===== config.mk =====
export PLATFORM = sky130hd
export DESIGN_NAME = ram_bist_ctrl
export DESIGN_NICKNAME = d
export VERILOG_FILES = /design/src/rtl/ram_bist_ctrl.sv
export SDC_FILE = /design/constraint.sdc
export NUM_CORES = 1
export LEC_CHECK = 0
export ABC_AREA = 1
export CAP_MARGIN = 20
export CORE_MARGIN = 1
export CORE_UTILIZATION = 35
export DETAILED_ROUTE_END_ITERATION = 7
export PLACE_DENSITY = 0.65
export SETUP_SLACK_MARGIN = 0.4
export SYNTH_ARGS = -nofsm -noshare
export SYNTH_HDL_FRONTEND = slang
export SYNTH_SLANG_ARGS = --single-unit

===== constraint.sdc =====
create_clock -name clk -period 5.7 [get_ports clk]
set_clock_uncertainty 0.15 [all_clocks]
set_input_delay 1.425 -clock clk [delete_from_list [all_inputs] [get_ports clk]]
set_output_delay 1.425 -clock clk [all_outputs]
set_load 0.02 [all_outputs]

===== src/rtl/ram_bist_ctrl.sv =====
// ram_bist_ctrl: built-in self-test initiator for a single-port RAM.
// Writes an address-derived pattern to every word, reads it back and compares,
// then reports pass/fail, a saturating mismatch count and the first failing word.
// Optional macro RAM_BIST_INV_PASS_EN adds a second write/read pass using the
// inverted pattern before the final drain.
module ram_bist_ctrl #(
   parameter int unsigned DEPTH  = 32,
   parameter int unsigned AW     = 5,
   parameter int unsigned DW     = 32,
   parameter int unsigned RD_LAT = 1,
   parameter logic [31:0] SEED   = 32'hA5A5_5A5A
) (
   input  logic          clk,
   input  logic          rst,
   input  logic          start,
   output logic          ram_wr,
   output logic          ram_rd,
   output logic [AW-1:0] ram_addr,
   output logic [DW-1:0] ram_data_in,
   input  logic [DW-1:0] ram_data_out,
   output logic          busy,
   output logic          done,
   output logic          pass,
   output logic [6:0]    err_cnt,
   output logic [AW-1:0] fail_addr,
   output logic [DW-1:0] fail_data
);

   localparam logic [2:0] ST_IDLE      = 3'd0;
   localparam logic [2:0] ST_WRITE     = 3'd1;
   localparam logic [2:0] ST_READ      = 3'd2;
   localparam logic [2:0] ST_DRAIN     = 3'd3;
   localparam logic [2:0] ST_DONE      = 3'd4;
`ifdef RAM_BIST_INV_PASS_EN
   localparam logic [2:0] ST_WRITE_INV = 3'd5;
   localparam logic [2:0] ST_READ_INV  = 3'd6;
`endif

   localparam int unsigned LW = (RD_LAT > 1) ? $clog2(RD_LAT) : 1;
   localparam logic [6:0]  ERR_MAX = 7'd127;

   // Pattern: seed XOR the 5-bit address replicated across the word.
   function automatic logic [DW-1:0] pat(input logic [AW-1:0] a);
      logic [4:0]  a5;
      logic [31:0] rep;
      a5  = 5'(a);
      rep = {a5, a5, a5, a5, a5, a5, a5[1:0]};
      return DW'(SEED ^ rep);
   endfunction

   logic [2:0]    state_q, state_d;
   logic [AW-1:0] addr_q, addr_d;
   logic [LW-1:0] drain_q, drain_d;
   logic          addr_last, drain_last;
   logic          wr_phase, rd_phase;

   logic          vld_sr [RD_LAT];
   logic [AW-1:0] tag_sr [RD_LAT];
`ifdef RAM_BIST_INV_PASS_EN
   logic          inv_phase;
   logic          inv_sr [RD_LAT];
`endif

   logic [DW-1:0] exp_data;
   logic          mismatch;

   logic [6:0]    err_cnt_q, err_cnt_d;
   logic [AW-1:0] fail_addr_q, fail_addr_d;
   logic [DW-1:0] fail_data_q, fail_data_d;
   logic          pass_q, pass_d;

   assign addr_last  = (addr_q == AW'(DEPTH - 1));
   assign drain_last = (drain_q == LW'(RD_LAT - 1));

   // Sequencer next state: one address per cycle per pass, then drain, then done.
   always_comb begin
      state_d = state_q;
      addr_d  = addr_q;
      drain_d = drain_q;
      case (state_q)
         ST_IDLE: begin
            if (start) begin
               state_d = ST_WRITE;
               addr_d  = '0;
            end
         end
         ST_WRITE: begin
            if (addr_last) begin
               state_d = ST_READ;
               addr_d  = '0;
            end else begin
               addr_d = addr_q + 1'b1;
            end
         end
         ST_READ: begin
            if (addr_last) begin
`ifdef RAM_BIST_INV_PASS_EN
               // Reads still in flight finish during the inverted write pass.
               state_d = ST_WRITE_INV;
`else
               state_d = ST_DRAIN;
`endif
               addr_d  = '0;
               drain_d = '0;
            end else begin
               addr_d = addr_q + 1'b1;
            end
         end
`ifdef RAM_BIST_INV_PASS_EN
         ST_WRITE_INV: begin
            if (addr_last) begin
               state_d = ST_READ_INV;
               addr_d  = '0;
            end else begin
               addr_d = addr_q + 1'b1;
            end
         end
         ST_READ_INV: begin
            if (addr_last) begin
               state_d = ST_DRAIN;
               addr_d  = '0;
               drain_d = '0;
            end else begin
               addr_d = addr_q + 1'b1;
            end
         end
`endif
         ST_DRAIN: begin
            if (drain_last) begin
               state_d = ST_DONE;
            end else begin
               drain_d = drain_q + 1'b1;
            end
         end
         ST_DONE: begin
            state_d = ST_IDLE;
         end
         default: begin
            state_d = ST_IDLE;
         end
      endcase
   end

   // Sequencer state registers.
   always_ff @(posedge clk) begin
      if (rst) begin
         state_q <= ST_IDLE;
         addr_q  <= '0;
         drain_q <= '0;
      end else begin
         state_q <= state_d;
         addr_q  <= addr_d;
         drain_q <= drain_d;
      end
   end

   // RAM-side outputs decoded from the current state; idle values are zero.
   always_comb begin
`ifdef RAM_BIST_INV_PASS_EN
      inv_phase = (state_q == ST_WRITE_INV) || (state_q == ST_READ_INV);
      wr_phase  = (state_q == ST_WRITE) || (state_q == ST_WRITE_INV);
      rd_phase  = (state_q == ST_READ) || (state_q == ST_READ_INV);
      busy      = wr_phase || rd_phase || (state_q == ST_DRAIN);
      ram_data_in = wr_phase ? (pat(addr_q) ^ {DW{inv_phase}}) : '0;
`else
      wr_phase  = (state_q == ST_WRITE);
      rd_phase  = (state_q == ST_READ);
      busy      = wr_phase || rd_phase || (state_q == ST_DRAIN);
      ram_data_in = wr_phase ? pat(addr_q) : '0;
`endif
      ram_wr   = wr_phase;
      ram_rd   = rd_phase;
      ram_addr = (wr_phase || rd_phase) ? addr_q : '0;
      done     = (state_q == ST_DONE);
   end

   // Read tag pipeline: stage RD_LAT-1 lines up with the returning read data.
   always_ff @(posedge clk) begin
      if (rst) begin
         for (int i = 0; i < RD_LAT; i++) begin
            vld_sr[i] <= 1'b0;
            tag_sr[i] <= '0;
`ifdef RAM_BIST_INV_PASS_EN
            inv_sr[i] <= 1'b0;
`endif
         end
      end else begin
         vld_sr[0] <= ram_rd;
         tag_sr[0] <= ram_addr;
`ifdef RAM_BIST_INV_PASS_EN
         inv_sr[0] <= inv_phase;
`endif
         for (int i = 1; i < RD_LAT; i++) begin
            vld_sr[i] <= vld_sr[i-1];
            tag_sr[i] <= tag_sr[i-1];
`ifdef RAM_BIST_INV_PASS_EN
            inv_sr[i] <= inv_sr[i-1];
`endif
         end
      end
   end

   // Compare returning data against the pattern of its tagged address.
   always_comb begin
`ifdef RAM_BIST_INV_PASS_EN
      exp_data = pat(tag_sr[RD_LAT-1]) ^ {DW{inv_sr[RD_LAT-1]}};
`else
      exp_data = pat(tag_sr[RD_LAT-1]);
`endif
      mismatch = vld_sr[RD_LAT-1] && (ram_data_out != exp_data);
   end

   // Result bookkeeping: cleared on start, updated per mismatch, pass latched at end.
   always_comb begin
      err_cnt_d   = err_cnt_q;
      fail_addr_d = fail_addr_q;
      fail_data_d = fail_data_q;
      pass_d      = pass_q;
      if ((state_q == ST_IDLE) && start) begin
         err_cnt_d   = '0;
         fail_addr_d = '0;
         fail_data_d = '0;
         pass_d      = 1'b0;
      end else if (mismatch) begin
         if (err_cnt_q == '0) begin
            fail_addr_d = tag_sr[RD_LAT-1];
            fail_data_d = ram_data_out;
         end
         if (err_cnt_q != ERR_MAX) begin
            err_cnt_d = err_cnt_q + 7'd1;
         end
      end
      // The final compare lands in the last drain cycle, so include it here.
      if ((state_q == ST_DRAIN) && drain_last) begin
         pass_d = (err_cnt_d == '0);
      end
   end

   // Result registers.
   always_ff @(posedge clk) begin
      if (rst) begin
         err_cnt_q   <= '0;
         fail_addr_q <= '0;
         fail_data_q <= '0;
         pass_q      <= 1'b0;
      end else begin
         err_cnt_q   <= err_cnt_d;
         fail_addr_q <= fail_addr_d;
         fail_data_q <= fail_data_d;
         pass_q      <= pass_d;
      end
   end

   assign err_cnt   = err_cnt_q;
   assign fail_addr = fail_addr_q;
   assign fail_data = fail_data_q;
   assign pass      = pass_q;

endmodule


# Yosys cells after proc, flatten, opt, wreduce, memory -nomap -nowiden

Memories as Yosys holds them, arrays and structs flattened.
Cells that the tools add are included.

Memory bits (writable): 6
Output and inout port bits: 86
Memories kept: 2
Register bits: 54
Input port bits: 35
Word-level logic and storage cells: 70

Memories:

| name   | words | bits a word | rd ports | clocked after memory_dff | write ports | RTL line | source |
|---|---|---|---|---|---|---|---|
| tag_sr | 1     | 5           | 1        | 0                        | 1           | 58       | `logic [AW-1:0] tag_sr [RD_LAT];` |
| vld_sr | 1     | 1           | 1        | 0                        | 1           | 57       | `logic vld_sr [RD_LAT];` |

Multiplexer cells: 25
Reduce and logical (&&, ||, !) cells: 19
Equality and inequality tests: 11
Add/sub/neg operators: 3
Bitwise logic cells: 3

Operators with widths:

| operator              | count |
|---|---|
| $mux W32              | 1 |
| $ne A32 B32 Y1        | 1 |
| $not A16 Y16          | 2 |
| $mux W7               | 3 |
| $mux W5               | 4 |
| $logic_not A7 Y1      | 2 |
| $mux W3               | 4 |
| $pmux W3 S4           | 1 |
| $mux W1               | 10 |
| $pmux W5 S2           | 1 |
| $add A7 B1 Y7 const B | 1 |
| $ne A7 B7 Y1 const B  | 1 |
| $eq A3 B2 Y1 const B  | 2 |
| $reduce_and A2 Y1     | 3 |
| $reduce_bool A2 Y1    | 3 |
| $add A5 B1 Y5 const B | 1 |
| $eq A5 B5 Y1 const B  | 1 |
| $reduce_or A5 Y1      | 1 |
| $ne A2 B1 Y1 const B  | 2 |
| $ne A2 B2 Y1 const B  | 2 |
| $reduce_and A4 Y1     | 1 |
| $reduce_or A2 Y1      | 2 |
| $eq A3 B1 Y1 const B  | 1 |
| $eq A3 B3 Y1 const B  | 1 |
| other kinds (7)       | 10 |

# Longest topological paths before layout

Gate-level depths: netlist (run 1).

Depth after elaboration: 7
Gate-level depth with buffers: 16
Mapped depth without buffers: 15

# Worst setup path after synthesis (run 1)

OpenSTA, ideal clock, no wires.

Kind: reg-to-output
Start point: register state_q[0]
End point: output port ram_addr[0]
Slack: 2.418 ns
Arrival time: 1.707 ns
Buffers on the path: 1
Data required time: 4.125 ns
Cell stages (with the launch flop): 8
Path through: dfxtp_1 > inv_1 > nor3_4 > clkinv_1 > nand2_1 > inv_1 > clkbuf_1 > nor2_1

Longest elaborated chain between the ends: 3
Elaborated cells on any way between the ends: 4
Classes of those cells: eq/ne (2); mux (1); reduce/logical (1)

RTL lines:

| item                   | RTL line | source |
|---|---|---|
| start, declared        | 51       | `logic [2:0] state_q, state_d;` |
| start signal, assigned | 151      | `state_q <= state_d;` |
| $eq A3 B1 Y1           | 166      | `wr_phase = (state_q == ST_WRITE);` |
| net ram_wr             | 16       | `output logic ram_wr,` |
| $logic_or A1 B1 Y1     | 173      | `ram_addr = (wr_phase \|\| rd_phase) ? addr_q : '0;` |
| $mux W5                | 173      |  |
| end, declared          | 18       | `output logic [AW-1:0] ram_addr,` |

The timed path passes the listed nets, and every way through them passes these cells.

# Worst setup path after layout (run 1)

Start point: register state_q[0]
End point: output port ram_addr[4]

Longest elaborated chain between the ends: 3
Elaborated cells on any way between the ends: 4
Classes of those cells: eq/ne (2); mux (1); reduce/logical (1)

RTL lines:

| item                                         | RTL line |
|---|---|
| $eq A3 B1 Y1 or $eq A3 B2 Y1 (tied branches) | 166, 167 |
| $logic_or A1 B1 Y1 (*)                       | 173 |
| $mux W5 (*)                                  | 173 |

Every way passes the cells marked *; elsewhere a longest branch is shown, timed or not.

==> results of run 1 <==
-- state kept, by name, indices dropped and copies added (netlist names) --
register / flops
fail_data: 32
vld_sr: 1
tag_sr: 5
err_cnt: 7
pass: 1
addr_q: 5
fail_addr: 5
state_q: 3
-- routing by layer --
layer,share of wire (%),routed length [um],track usage (%),vias up
li1,-,-,-,1641
met1,46,3970,23.0,1460
met2,46,3960,30.0,120
met3,8.0,692,6.81,8
met4,0.86,75,3.85,0
met5,0,0,0,-
-- power breakdown --
| part | internal, W | total, W | switching [W] |
|---|---|---|---|
| Clock | 0.000223 | 0.000377 | 0.000154 |
| Combinational | 0.000236 | 0.000608 | 0.000372 |
| Sequential | 0.000437 | 0.000465 | 0.0000285 |
| Total | 0.000896 | 0.00145 | 0.000555 |
-- layout by cell type (no fill, tap or decap), types with 11 or more instances in the layout --
cell | Yosys | layout
inv_1 | 47 | 47
nor2_1 | 46 | 46
clkdlybuf4s50_1 | 0 | 120
nand2_1 | 124 | 124
a21oi_1 | 43 | 43
dfxtp_1 | 59 | 59
o21ai_0 | 11 | 11
nand3_1 | 48 | 48
clkbuf_8 | 0 | 11
-- logic make-up after synthesis --
kind of cell | count (synthesis) | synth area share (%)
simple gates | 247 | 34.3
buf+inv | 97 | 16.7
flops | 59 | 35.8
compound gates | 57 | 8.99
xor+xnor | 10 | 2.66
fa+ha+maj | 4 | 1.52
-- critical path: stages (launching register included) --
cell and delay [ns]:
dfxtp_1 0.39, inv_1 0.09, nor3_4 0.19, clkinv_1 0.26
nand2_1 0.24, inv_1 0.19, nor2_1 0.14, clkdlybuf4s50_1 0.62
-- metrics by stage --
stage          setup WS, ns  std cells  util [%]  cell area (sq um)
5_1_grt                1.40        676      48.9               4500
4_1_cts                1.69        676      48.9               4500
3_3_place_gp           2.16        661      46.8               4310
2_1_floorplan          2.42        474         -               3300
3_5_place_dp           2.07        661      46.8               4310
6_report               1.68        676      48.9               4500
-- how the worst min path moves through the flow --
stage | start | endpoint | slack, ns
after CTS | fail_data[9] | fail_data[9] | 0.31
after global routing | fail_data[0] | fail_data[0] | 0.32
after floorplan | addr_q[4] | tag_sr[0][4] | 0.32
after global placement | fail_data[9] | fail_data[9] | 0.30
after detailed placement | fail_data[9] | fail_data[9] | 0.30
final | fail_data[0] | fail_data[0] | 0.31
-- layout make-up --
type                            instances  share of cell area [%]
Clock buffer                           13                    3.53
Clock inverter                          2                   0.779
Inverter                               51                    4.42
Multi-Input combinational cell        318                    34.9
Sequential cell                        59                    26.3
Tap cell                              111                    3.09
Timing Repair Buffer                  122                    27.0
==> impl_metrics.ini, run 1 <==
[outcome]
status = completed

[timing]
worst_slew_pin_slew_ns = 0.580
hold_violations = 0
setup_viol = 0
fin_tns_setup_ns = 0
maxSlewViolCount = 0
fin_crit_ns = 4.02
fmax_mhz = 249
max_slew_margin_pct = 61.2
holdWs_ns = 0.312
fin_crit_sh_pct = 70.6
grt_setup_unrepaired = false

[logic_synthesis]
yosys.area.top_type_share_pct = 35.8
synth.net_count = 513
ys_seq_area_share_pct = 35.8
yosysUniqueCellTypes = 31
netlist_instances = 474
synth_area_sq_um = 3300
synth_edf_count = 0
synth.avg_cell_area_sq_um = 6.96
yosys.cell_count.top_type = nand2_1
ys.flop_type = dfxtp_1
synth_common_cells = nand2_1, dfxtp_1, nand3_1, inv_1, nor2_1
synth.area.top_cells = dfxtp_1, nand2_1, nand3_1
async_reset_ff_share_pct = 0
synth_top_cell_by_area = dfxtp_1
synth_warnings = 0
synth-seq-cells = 59

[run]
max_cap_violations = 0

[pwr]
ir_drop_v = 0.000230
power_density_nw_per_um2 = 322
p_leak_nw = 1.73
power_w = 0.00145

[drt]
first_iter_violations = 126
firstDrtPassIters = 6
viasPerCell = 4.78
num_vias = 3229
drc = 0
routed_wl_mm = 8.70
drt.antenna.violating_nets = 0
wl_per_cell_um = 12.9

[floorplan]
dieArea_sq_um = 9810
die_width_um = 99.1
start_util_pct = 35.9
fp-row-count = 35
coreArea_sq_um = 9200
die_h_um = 99.1
io_pins = 121

[global_route]
grt_antenna_before_repair = 0
track_usage_pct = 18.3
grt_max_degree = 40
grt_pass1_wl_mm = 14.3
grt_pass1_vias = 2996
grt_overflow = 0

[layout]
nFillCells = 918
fin_nets = 600
layout-drive-gt1-share_pct = 6.19
multi_input_area_sq_um = 1570
area_delta_synth_final_pct = 36.5
seq_area_sq_um = 1180
diodes = 0

[critical_path]
cp_max_fo = 12
ff2ff_path_depth = 12
crit_start = state_q[0]
worstPathRequired_ns = 4.12
path_class = reg -> out
endpoint = ram_addr[4]
arrival_ns = 2.45
reg2reg_to = fail_data[4]
cp-start-kind = flop
cp-end-kind = primary output
reg2reg_setup_slack_ns = 3.50
reg2reg_from = tag_sr[0][0]

[clock_tree]
cts-resized-gates = 0
clockRootBuffer = clkbuf_8
cts_tree = done
cts-htree-levels = 3
cts_setup_buffers = 0
cts_buffers = 9
cts_sinks = 59
hold_buffers = 0
clkTransAtPathRegs_ns = 0.06
clk_latency_ns = 0.33
cts_max_path_buffers = 2

[min_path]
min_path_cells = 2
hp-class = reg -> reg

[placement]
place.gp.congestion = 0.884
dpl.hpwl_mm = 6.37
io_buffers = 120
No activity file was read; power rests on OpenSTA's default activity.
==> inputs of run 2 (changes only) <==
Settings changed: PLACE_DENSITY 0.65 to 0.68.
Clock period 5.7 ns to 3.35 ns, I/O delays scaled along.
==> run 2 against run 1 <==
  * Count of clock-buffer cells in the layout decreased by 1
  * Sequential share of layout area about the same
  * Flip-flop and latch count unchanged
  * Critical path type unchanged
  * Largest cell class unchanged
==> impl_metrics.ini, run 2 (synthesis results as in run 1) <==
[outcome]
status = completed

[timing]
fmax_mhz = 348
grt_setup_unrepaired = false
fin_tns_setup_ns = 0
maxSlewViolCount = 0
setup_viol = 0
fin_crit_sh_pct = 85.8
max_slew_margin_pct = 48.8
fin_crit_ns = 2.87
worst_slew_pin_slew_ns = 0.766
hold_violations = 0

[pwr]
swShare_pct = 39.5
power.internal_w = 0.00149
p_clk_share_pct = 26.9
power_w = 0.00246
ir_drop_v = 0.000396
seqPwrFrac_pct = 32.3
p_sw_w = 0.000973
comb_power_share_pct = 40.9
power_density_nw_per_um2 = 547
p_leak_nw = 1.92

[layout]
fin_nets = 604
diodes = 0
layout_common_cells = nand2_1, clkdlybuf4s50_1, dfxtp_1, nand3_1, inv_1
layout-drive-gt1-share_pct = 9.51
largest_reg_flops = 32
area_delta_synth_final_pct = 36.5
nFillCells = 911
layout_commonest_cell = nand2_1

[drt]
first_iter_violations = 78
drc = 0
firstDrtPassIters = 4
viasPerCell = 4.74
drt.antenna.violating_nets = 0
num_vias = 3218
routed_wl_mm = 8.89
wl_per_cell_um = 13.1

[floorplan]
io_pins = 121
coreArea_sq_um = 9200
die_width_um = 99.1
die_h_um = 99.1
start_util_pct = 35.9
fp-row-count = 35
dieArea_sq_um = 9810

[global_route]
grt_pass1_vias = 2969
track_usage_pct = 18.3
grt_overflow = 0
grt_antenna_before_repair = 0
grt_pass1_wl_mm = 14.5
grt_max_degree = 40

[clock_tree]
cts_max_path_buffers = 2
clkTransAtPathRegs_ns = 0.06
cts_buffers = 9
clockRootBuffer = clkbuf_8
cts_tree = done
cts-htree-levels = 3
clk_latency_ns = 0.33
cts_sinks = 59
hold_buffers = 0

[critical_path]
cp-start-kind = flop
cpPeakStageDelay_ns = 0.60
crit_family = buffers and inverters
arrival_ns = 1.89
critPathBufInv = 3
cp_max_fo = 5
cp-end-kind = primary output
slowest_stage = clkdlybuf4s50_1
path_cells = inv_1 > nor3_4 > buf_4 > clkdlybuf4s50_1
worstPathRequired_ns = 2.36
path_class = reg -> out

[placement]
dpl.hpwl_mm = 6.43
io_buffers = 120
place.gp.congestion = 0.849

[min_path]
hp-class = reg -> reg

[run]
max_cap_violations = 0
## run 2: cell count changes in the layout (fill, tap and decap cells not counted), sizes merged
cell / previous run / this run
buf: 2 / 7
clkbuf: 13 / 16
clkdlybuf4s50: 120 / 82
clkinv: 2 / 3
dlygate4sd2: 0 / 30
dlymetal6s2s: 0 / 2
## run 2: path summary, 6_finish.rpt
kind,startpoint,end,slack (ns),cells past startpoint
setup / recovery,state_q[0],ram_wr,0.48,4
hold / removal,fail_data[21],fail_data[21],0.31,2
setup reg to reg,tag_sr[0][1],fail_data[26],1.17,13
hold reg to reg,fail_data[21],fail_data[21],0.31,2
## run 2: cell type report
type | count | area, sq um | area share (%)
Multi-Input combinational cell | 318 | 1580 | 35.2
Timing Repair Buffer | 125 | 1190 | 26.4
Sequential cell | 59 | 1180 | 26.3
Inverter | 51 | 204 | 4.53
Clock buffer | 12 | 165 | 3.67
Tap cell | 111 | 139 | 3.09
Clock inverter | 2 | 35.0 | 0.778
Timing Repair inverter | 1 | 5.00 | 0.111
## run 2: power by group through the flow
stage | combinational (W) | sequential, W | clock (W)
CTS | 0.000988 | 0.000791 | 0.000679
floorplan | 0.000723 | 0.000817 | 0
global route | 0.00110 | 0.000799 | 0.000716
global placement | 0.00105 | 0.000803 | 0
detailed placement | 0.00106 | 0.000806 | 0
finish | 0.00101 | 0.000795 | 0.000662
## run 2: per-layer routing
layer | GRT usage [%] | wire [um] | share of wire [%] | vias to the layer above
li1 | - | - | - | 1657
met1 | 23.8 | 4030 | 45 | 1445
met2 | 30.1 | 4240 | 48 | 109
met3 | 5.11 | 576 | 6.5 | 7
met4 | 4.41 | 50 | 0.56 | 0
met5 | 0 | 0 | 0 | -
## run 2: worst register-to-register path, cell delays in order (launching register included)
cell     delay, ns
dfxtp_1       0.53
inv_1         0.15
nand2_1       0.08
nand2_1       0.05
nand2_1       0.07
nor2_1        0.04
nand2_1       0.07
nor2_2        0.05
nand2_4       0.12
nand2_8       0.10
inv_8         0.23
nand2_8       0.21
nand2_1       0.14
a21oi_1       0.07
## run 2: per-stage QoR
stage	util (%)	cells	setup WS (ns)	cell area (sq um)	hold WS (ns)
2_1_floorplan	-	474	0.656	3300	0.318
3_3_place_gp	47.0	662	0.432	4330	0.299
3_5_place_dp	47.0	662	0.265	4330	0.307
4_1_cts	49.0	676	0.360	4500	0.316
5_1_grt	49.0	679	0.405	4500	0.333
6_report	49.0	679	0.476	4500	0.312
## run 2: repair_timing
action,CTS,global route
setup buffers,0,2
gates resized for setup,48,13
cloned,0,1
pin swaps,0,1
endpoints found under the setup margin,38,8
